`config.mk`:
```
export PLATFORM = sky130hd
export DESIGN_NAME = act_pipe
export DESIGN_NICKNAME = d
export VERILOG_FILES = /design/src/rtl/act_pipe.sv
export SDC_FILE = /design/constraint.sdc
export NUM_CORES = 1
export LEC_CHECK = 0
export ABC_AREA = 1
export BUFFER_PORTS_ARGS = -buffer_cell sky130_fd_sc_hd__buf_2
export CAP_MARGIN = 20
export CORE_ASPECT_RATIO = 1.75
export CORE_MARGIN = 2
export CORE_UTILIZATION = 55
export CTS_CLUSTER_SIZE = 16
export DETAILED_ROUTE_END_ITERATION = 8
export PLACE_DENSITY = 0.84
export RECOVER_POWER = 25
export SLEW_MARGIN = 20
export SYNTH_ARGS = -nofsm -noshare
export SYNTH_HDL_FRONTEND = slang
export SYNTH_SLANG_ARGS = --single-unit
```
`constraint.sdc`:
```
create_clock -name clk -period 6.2 [get_ports clk]
set_input_delay 0.62 -clock clk [delete_from_list [all_inputs] [get_ports clk]]
set_output_delay 0.62 -clock clk [all_outputs]
set_load 0.02 [all_outputs]
```
`src/rtl/act_pipe.sv`:
```
// act_pipe: two-stage pipelined bias-subtract + activation for LANES lanes.
//   S1 register: per-lane d = sat(in - bias), plus the beat's mode and valid.
//   S2 register: per-lane y = f(d), plus valid; drives out_data/out_valid.
// Ports:
//   clk, rst           clock, synchronous active-high reset
//   bias_we, bias_in   load all per-lane bias registers
//   mode               00 identity, 01 ReLU, 10 logistic, 11 clip [0, ONE]
//   in_valid/in_ready  input handshake, in_data packed lanes (lane i at i*BITWIDTH)
//   out_valid/out_ready output handshake, out_data packed lanes (zero when idle)
module act_pipe #(
  parameter int BITWIDTH = 8,
  parameter int FRAC     = 4,
  parameter int LANES    = 4
) (
  input  logic                      clk,
  input  logic                      rst,
  input  logic                      bias_we,
  input  logic [LANES*BITWIDTH-1:0] bias_in,
  input  logic [1:0]                mode,
  input  logic                      in_valid,
  output logic                      in_ready,
  input  logic [LANES*BITWIDTH-1:0] in_data,
  output logic                      out_valid,
  input  logic                      out_ready,
  output logic [LANES*BITWIDTH-1:0] out_data
);

  localparam int W  = BITWIDTH;
  // Logistic works at 2^-(FRAC+5); the extra headroom covers a <= 2^(W-1) shifted by 3.
  localparam int LW = BITWIDTH + 7;

  localparam logic signed [W-1:0] SMAX = {1'b0, {(W-1){1'b1}}};
  localparam logic signed [W-1:0] SMIN = {1'b1, {(W-1){1'b0}}};
  localparam logic signed [W-1:0] ONE  = W'(1 << FRAC);

  localparam logic [1:0] MODE_ID   = 2'b00;
  localparam logic [1:0] MODE_RELU = 2'b01;
  localparam logic [1:0] MODE_LOG  = 2'b10;

  // Handshake / stall control
  logic       s1_valid_q, s1_valid_d;
  logic [1:0] s1_mode_q,  s1_mode_d;
  logic       s2_valid_q, s2_valid_d;
  logic       s1_adv, s2_adv;

  assign s2_adv   = !s2_valid_q || out_ready;
  assign s1_adv   = s2_adv || !s1_valid_q;
  // Combinational from out_ready so a delivering pipeline can accept in the same cycle.
  assign in_ready = !rst && s1_adv;

  assign out_valid = s2_valid_q;

  always_comb begin
    s1_valid_d = s1_valid_q;
    s1_mode_d  = s1_mode_q;
    s2_valid_d = s2_valid_q;
    if (s1_adv) begin
      s1_valid_d = in_valid;
      s1_mode_d  = mode;
    end
    if (s2_adv) begin
      s2_valid_d = s1_valid_q;
    end
  end

  always_ff @(posedge clk) begin
    if (rst) begin
      s1_valid_q <= 1'b0;
      s1_mode_q  <= 2'b00;
      s2_valid_q <= 1'b0;
    end else begin
      s1_valid_q <= s1_valid_d;
      s1_mode_q  <= s1_mode_d;
      s2_valid_q <= s2_valid_d;
    end
  end

  genvar gi;
  generate
    for (gi = 0; gi < LANES; gi++) begin : lane_g
      logic signed [W-1:0] bias_q, bias_d;
      logic signed [W-1:0] x;
      logic signed [W:0]   diff;
      logic signed [W-1:0] d_q, d_d;
      logic signed [W-1:0] y_q, y_d;
      logic        [W:0]   a;
      logic        [LW-1:0] a_w;
      logic        [LW-1:0] p_hr;
      logic        [W-1:0] p;

      assign x      = in_data[gi*W +: W];
      assign bias_d = bias_we ? bias_in[gi*W +: W] : bias_q;

      // Subtract in W+1 bits; differing top two bits mean the result left the W-bit range.
      assign diff = {x[W-1], x} - {bias_q[W-1], bias_q};

      always_comb begin
        d_d = diff[W-1:0];
        if (diff[W] != diff[W-1]) begin
          d_d = diff[W] ? SMIN : SMAX;
        end
      end

      // |d| in W+1 bits so the most-negative value does not wrap.
      assign a   = d_q[W-1] ? ({(W+1){1'b0}} - {d_q[W-1], d_q}) : {1'b0, d_q};
      assign a_w = {{6{1'b0}}, a};

      // Piecewise-linear logistic; a has FRAC fraction bits, p_hr has FRAC+5.
      always_comb begin
        if (a_w >= (LW'(5) << FRAC)) begin
          p_hr = LW'(32) << FRAC;                       // 1.0
        end else if ((a_w << 3) >= (LW'(19) << FRAC)) begin
          p_hr = a_w + (LW'(27) << FRAC);               // a/32 + 0.84375
        end else if (a_w >= (LW'(1) << FRAC)) begin
          p_hr = (a_w << 2) + (LW'(20) << FRAC);        // a/8 + 0.625
        end else begin
          p_hr = (a_w << 3) + (LW'(16) << FRAC);        // a/4 + 0.5
        end
      end

      assign p = W'(p_hr >> 5);

      always_comb begin
        y_d = '0;
        if (s1_valid_q) begin
          case (s1_mode_q)
            MODE_ID:   y_d = d_q;
            MODE_RELU: y_d = (!d_q[W-1] && (d_q != '0)) ? d_q : '0;
            MODE_LOG:  y_d = d_q[W-1] ? (ONE - $signed(p)) : $signed(p);
            default: begin
              if (d_q[W-1])      y_d = '0;
              else if (d_q > ONE) y_d = ONE;
              else               y_d = d_q;
            end
          endcase
        end
      end

      always_ff @(posedge clk) begin
        if (rst) begin
          bias_q <= '0;
          d_q    <= '0;
          y_q    <= '0;
        end else begin
          bias_q <= bias_d;
          if (s1_adv) d_q <= d_d;
          if (s2_adv) y_q <= y_d;
        end
      end

      assign out_data[gi*W +: W] = y_q;
    end
  endgenerate

endmodule

```
Word-level counts from Yosys, hierarchy flattened
Index checks and enable logic that the tools add are counted.
{"block": "word_totals", "ff_bits": 100, "input_bits": 71, "out_inout_bits": 34, "word_cells": 128}
{"block": "op_classes", "addsub": 24, "magnitude_cmp": 16, "eq_ne": 6, "n_mux": 48, "reduce_logical": 19}
{"op": "$mux 8", "count": 20}
{"op": "$mux 13", "count": 12}
{"op": "$pmux 8 s3", "count": 4}
{"op": "$mux 7", "count": 8}
{"op": "$add 12x9->13 const B", "count": 4}
{"op": "$add 11x9->12 const B", "count": 4}
{"op": "$ge 12x9->1 const B", "count": 4}
{"op": "$add 9x9->10 const B", "count": 4}
{"op": "$ge 9x5->1 const B", "count": 4}
{"op": "$ge 9x7->1 const B", "count": 4}
{"op": "$mux 9", "count": 4}
{"op": "$sub 1x8->9 const A", "count": 4}
{"op": "$sub 8x8->9", "count": 4}
{"op": "$gt 8x6->1 const B", "count": 4}
{"op": "$reduce_bool 8->1", "count": 4}
{"op": "$sub 6x8->8 const A", "count": 4}
{"op": "$logic_not 1->1", "count": 7}
{"op": "$logic_and 1x1->1", "count": 5}
{"op": "$ne 1x1->1", "count": 4}
{"op": "$eq 2x1->1 const B", "count": 1}
{"op": "$eq 2x2->1 const B", "count": 1}
{"op": "$logic_not 2->1", "count": 1}
{"op": "$logic_or 1x1->1", "count": 2}

Longest topological paths before layout
{"block": "logic_depth", "ltp_word": 10, "mapped_depth": 27, "ltp_nobuf": 27}

Worst setup path after synthesis
No wires, ideal clock.
{"block": "synth_timing", "kind": "register to register", "startpoint": "register lane_g[2].d_q[1]", "endpoint": "register lane_g[2].y_q[4]", "setup_ns": 0.135, "t_arrival_ns": 2.647, "required_time_ns": 6.065, "path_slack_ns": 3.418, "stages_incl_launch_ff": 23, "path_buffers": 0, "period_less_slack_ns": 2.782, "path_cell_list": "dfxtp_1 -> inv_1 -> ha_1 -> nand3_2 -> nand2_2 -> xor2_2 -> ha_1 -> nand2_1 -> nor2_1 -> nand3_1 -> nor2_1 -> nor2_2 -> nand2_2 -> nand2_4 -> nand2_1 -> clkinv_1 -> nand2_2 -> ha_1 -> inv_1 -> o31ai_1 -> a21oi_1 -> o21ai_1 -> a21oi_1"}
{"block": "synth_between", "elab_chain_len": 10, "elab_cells_between_ends": 21, "classes_between": "add/sub (5); order compare (4); mux (10); reduce/logical (2)"}
{"item": "from (decl)", "line_no": "84", "text": "logic signed [W-1:0] d_q, d_d;"}
{"item": "from (signal assigned)", "line_no": "142", "text": "d_q <= '0;"}
{"item": "from (signal assigned)", "line_no": "146", "text": "if (s1_adv) d_q <= d_d;"}
{"item": "$sub 1x8->9", "line_no": "105", "text": "assign a = d_q[W-1] ? ({(W+1){1'b0}} - {d_q[W-1], d_q}) : {1'b0, d_q};"}
{"item": "$mux 9", "line_no": "105"}
{"item": "$add 12x9->13 (tied with other cells)", "line_no": "117", "text": "p_hr = (a_w << 3) + (LW'(16) << FRAC);"}
{"item": "$mux 13", "line_no": "114", "text": "end else if (a_w >= (LW'(1) << FRAC)) begin"}
{"item": "$mux 13", "line_no": "112", "text": "end else if ((a_w << 3) >= (LW'(19) << FRAC)) begin"}
{"item": "$mux 13", "line_no": "110", "text": "if (a_w >= (LW'(5) << FRAC)) begin"}
{"item": "$sub 6x8->8", "line_no": "129", "text": "MODE_LOG: y_d = d_q[W-1] ? (ONE - $signed(p)) : $signed(p);"}
{"item": "$mux 8", "line_no": "129"}
{"item": "$pmux 8 s3 *", "line_no": "126", "text": "case (s1_mode_q)"}
{"item": "$mux 8 *", "line_no": "125", "text": "if (s1_valid_q) begin"}
{"item": "to (signal assigned)", "line_no": "147", "text": "if (s2_adv) y_q <= y_d;"}
{"item": "to (decl)", "line_no": "85", "text": "logic signed [W-1:0] y_q, y_d;"}
Mark *: on every way between the ends. The rest lies on a longest branch, timed or not.
A chain may end at the register's enable or synchronous reset.

Worst setup path after layout
{"block": "layout_timing", "startpoint": "input port out_ready", "endpoint": "output port in_ready"}
{"block": "layout_between", "elab_chain_len": 3}
{"item": "from (decl)", "line_no": "24", "text": "input logic out_ready,"}
{"item": "$logic_or 1x1->1", "line_no": "46", "text": "assign s2_adv = !s2_valid_q || out_ready;"}
{"item": "$logic_or 1x1->1", "line_no": "47", "text": "assign s1_adv = s2_adv || !s1_valid_q;"}
{"item": "$logic_and 1x1->1", "line_no": "49", "text": "assign in_ready = !rst && s1_adv;"}
{"item": "to (decl)", "line_no": "21", "text": "output logic in_ready,"}
No other way between the ends.

==> impl_metrics.json <==
{
  "path_buf_inv": 7,
  "syn_area_sq_mm": 0.00760,
  "async_reset_ff_share_pct": 0,
  "port_buffers": 104,
  "grt.overflow.total": 0,
  "synth_area_per_cell_sq_um": 6.52,
  "drive_gt1_share_pct": 14.7,
  "finalHoldViolCount": 0,
  "postSynthCellCount": 1166,
  "worst_slack_ps": 2070,
  "clk_pin_slew_ps": 70,
  "maxCapViolCount": 0,
  "power.density_mw_per_mm2": 304,
  "first_global_vias": 7346,
  "synth-seq-cells": 100,
  "mostFrequentLayoutCells": "nand2_1, inv_1, a21oi_1, dfxtp_1, o21ai_0",
  "r2r_cells": 10,
  "final.fill_count": 1287,
  "instances_no_fill": 1423,
  "gp_congestion": 0.924,
  "postRouteAntennaNets": 0,
  "slew_headroom_pct": 8.33,
  "r2r_start": "out_valid$_SDFFE_PP0P_",
  "p_seq_share_pct": 31.2,
  "final_common_cell": "nand2_1",
  "postCtsResizedCells": 0,
  "tightest_slew_ps": 1380,
  "yosysSeqAreaShare_pct": 26.3,
  "hold_depth": 2,
  "htree_num_levels": 3,
  "startpoint_type": "input pin",
  "worstHoldStart": "lane_g[0].bias_q[2]$_SDFFE_PP0P_",
  "crit_chain": "buf_2, nor2_1, clkbuf_1, inv_1, nor2_1, clkinv_1, buf_4, nand2_1, inv_1, buf_2",
  "nets": 1368,
  "holdCritPathClass": "register to register",
  "pwr-share-comb_pct": 45.7,
  "grt_pass1_wl_um": 32100,
  "cts.sinks": 100,
  "period_share_pct": 66.7,
  "initial_core_util_pct": 56.5,
  "antennaDiodeCount": 0,
  "status": "complete, no violations",
  "antenna_found_initial": 1,
  "grt_max_degree": 64,
  "wl_um": 18800,
  "grt_use_total_pct": 25.8,
  "p_int_mw": 1.44,
  "regToRegEndpoint": "lane_g[0].y_q[1]$_SDFFE_PP0P_",
  "die_y_um": 160,
  "io-pin-count": 105,
  "rrSetupSlack_ps": 2670,
  "cpMaxStageDelayCell": "clkbuf_1",
  "tns_ps": 0,
  "critical_path.endpoint_type": "output port",
  "wl_per_cell_um": 13.2,
  "dpl_worst_slack_ps": 2910,
  "drc_errors": 0,
  "synth_warnings": 0,
  "dp.cells": 1407,
  "drv_slew": 0,
  "setup_violations": 0,
  "ys.flop_type": "dfxtp_1",
  "postCtsSetupBuffers": 0,
  "dp_hpwl_um": 14600,
  "worstPathRequired_ps": 5580,
  "hold_buffers": 0,
  "fp.dieArea_sq_mm": 0.0148,
  "die_width_um": 92.9,
  "first_pass_iters": 5,
  "crit_fanout": 37,
  "skew_ps": 10.4,
  "critPathTopFamily": "buffers and inverters",
  "viasPerCell": 5.41,
  "row_count": 56,
  "peakVddDrop_uv": 157,
  "timing.final.crit_period_ps": 4130,
  "p_leak_nw": 4.10,
  "syn_nets": 1290,
  "switching_share_pct": 43.9,
  "rsz0062_at_grt": "false",
  "core_area_sq_mm": 0.0135,
  "power.switching_mw": 1.13,
  "clockPowerShare_pct": 23.1,
  "drtIter0Drc": 526,
  "cts-root-buf": "clkbuf_16",
  "clock_latency_ps": 360,
  "numCtsBuffers": 9,
  "critPathMaxStageDelay_ps": 1010,
  "ys_types": 48,
  "synth-edff-count": 0,
  "area_growth_pct": 11.1,
  "cp.arrival_ps": 3510,
  "holdPathEnd": "lane_g[0].bias_q[2]$_SDFFE_PP0P_",
  "cts_tree": "built",
  "critPathKind": "input pin to output port",
  "cts_buffer_depth": 2,
  "vias": 7704,
  "max_freq_mhz": 242
}
## worst max path at each step
stage	start	endpoint	slack, ps	depth (start not counted)
6_report	out_ready	in_ready	2070	10
5_1_grt	out_ready	in_ready	1700	10
4_1_cts	out_ready	in_ready	2910	10
3_5_place_dp	out_ready	in_ready	2910	10
3_3_place_gp	out_ready	in_ready	2930	10
2_1_floorplan	lane_g[2].d_q[1]$_SDFFE_PP0N_	lane_g[2].y_q[4]$_SDFFE_PP0P_	3420	22
## synth_stat cells (all sizes together) (3+ instances only)
cell,instances,area share [%]
a21oi,115,7.8
buf,11,1.0
clkbuf,31,1.6
clkinv,3,0.15
dfxtp,100,26
fa,4,1.1
ha,49,8.1
inv,167,8.2
nand2,302,16
nand3,90,6.8
nand3b,7,0.69
nand4,23,2.0
nor2,91,5.4
nor3,10,0.87
o211ai,9,0.89
o21ai,103,7.0
o221ai,14,1.6
or2,5,0.41
xnor2,9,1.0
xor2,9,1.1
## per-stage QoR
step                utilization, %  power, mW  hold slack, ps  instance area [sq um]
floorplan                        -       1.74             437                   7600
global placement              60.8       1.94             447                   8180
detailed placement            60.8       1.98             454                   8180
CTS                           63.1       2.57             464                   8490
global route                  62.8       2.77             482                   8440
finish                        62.8       2.57             462                   8440
## cells by family after synthesis
group	Yosys count	synth area share [%]
simple gates	528	32.6
buf+inv	212	11.0
flops	100	26.3
fa+ha+maj	53	9.12
xor+xnor	18	2.17
compound gates	255	18.8
## final cells by class
cell class,instances,area (sq um),share of cell area (%)
clock buffer,9,225,2.67
tap,174,218,2.58
sequential,100,2000,23.7
timing repair buffer,109,515,6.11
clock inverter,7,80.1,0.948
inverter,170,638,7.56
multi-input combinational,854,4760,56.4
## sequential cells by signal, summed over array words and instances (netlist names)
| register | cells |
|---|---|
| lane_g.bias_q | 32 |
| lane_g.d_q | 32 |
| lane_g.y_q | 32 |
| out_valid | 1 |
| s1_mode_q | 2 |
| s1_valid_q | 1 |
## worst reg2reg max path: stages (launching register included)
cell and delay, ps:
dfxtp_1 310, inv_1 50, nor2_1 30, clkbuf_1 540, nor2_1 880, inv_1 140, nor2_1 600, inv_1 430
o21ai_0 200, o21ai_0 130, a21oi_1 140
## metal layers
layer / vias to the layer above / GRT usage (%) / part of all wire, %
li1: 3994 / - / -
met1: 3417 / 30.0 / 41
met2: 234 / 46.0 / 50
met3: 59 / 3.45 / 4.7
met4: 0 / 11.7 / 4.0
met5: - / 0 / 0
## power groups by stage
stage          registers (mW)  logic [mW]  clock network, mW
2_1_floorplan           0.783       0.954                  0
3_3_place_gp            0.810        1.13                  0
3_5_place_dp            0.813        1.16                  0
4_1_cts                 0.798        1.17              0.598
5_1_grt                 0.812        1.34              0.622
6_report                0.802        1.17              0.594
No activity file was read; power rests on OpenSTA's default activity.
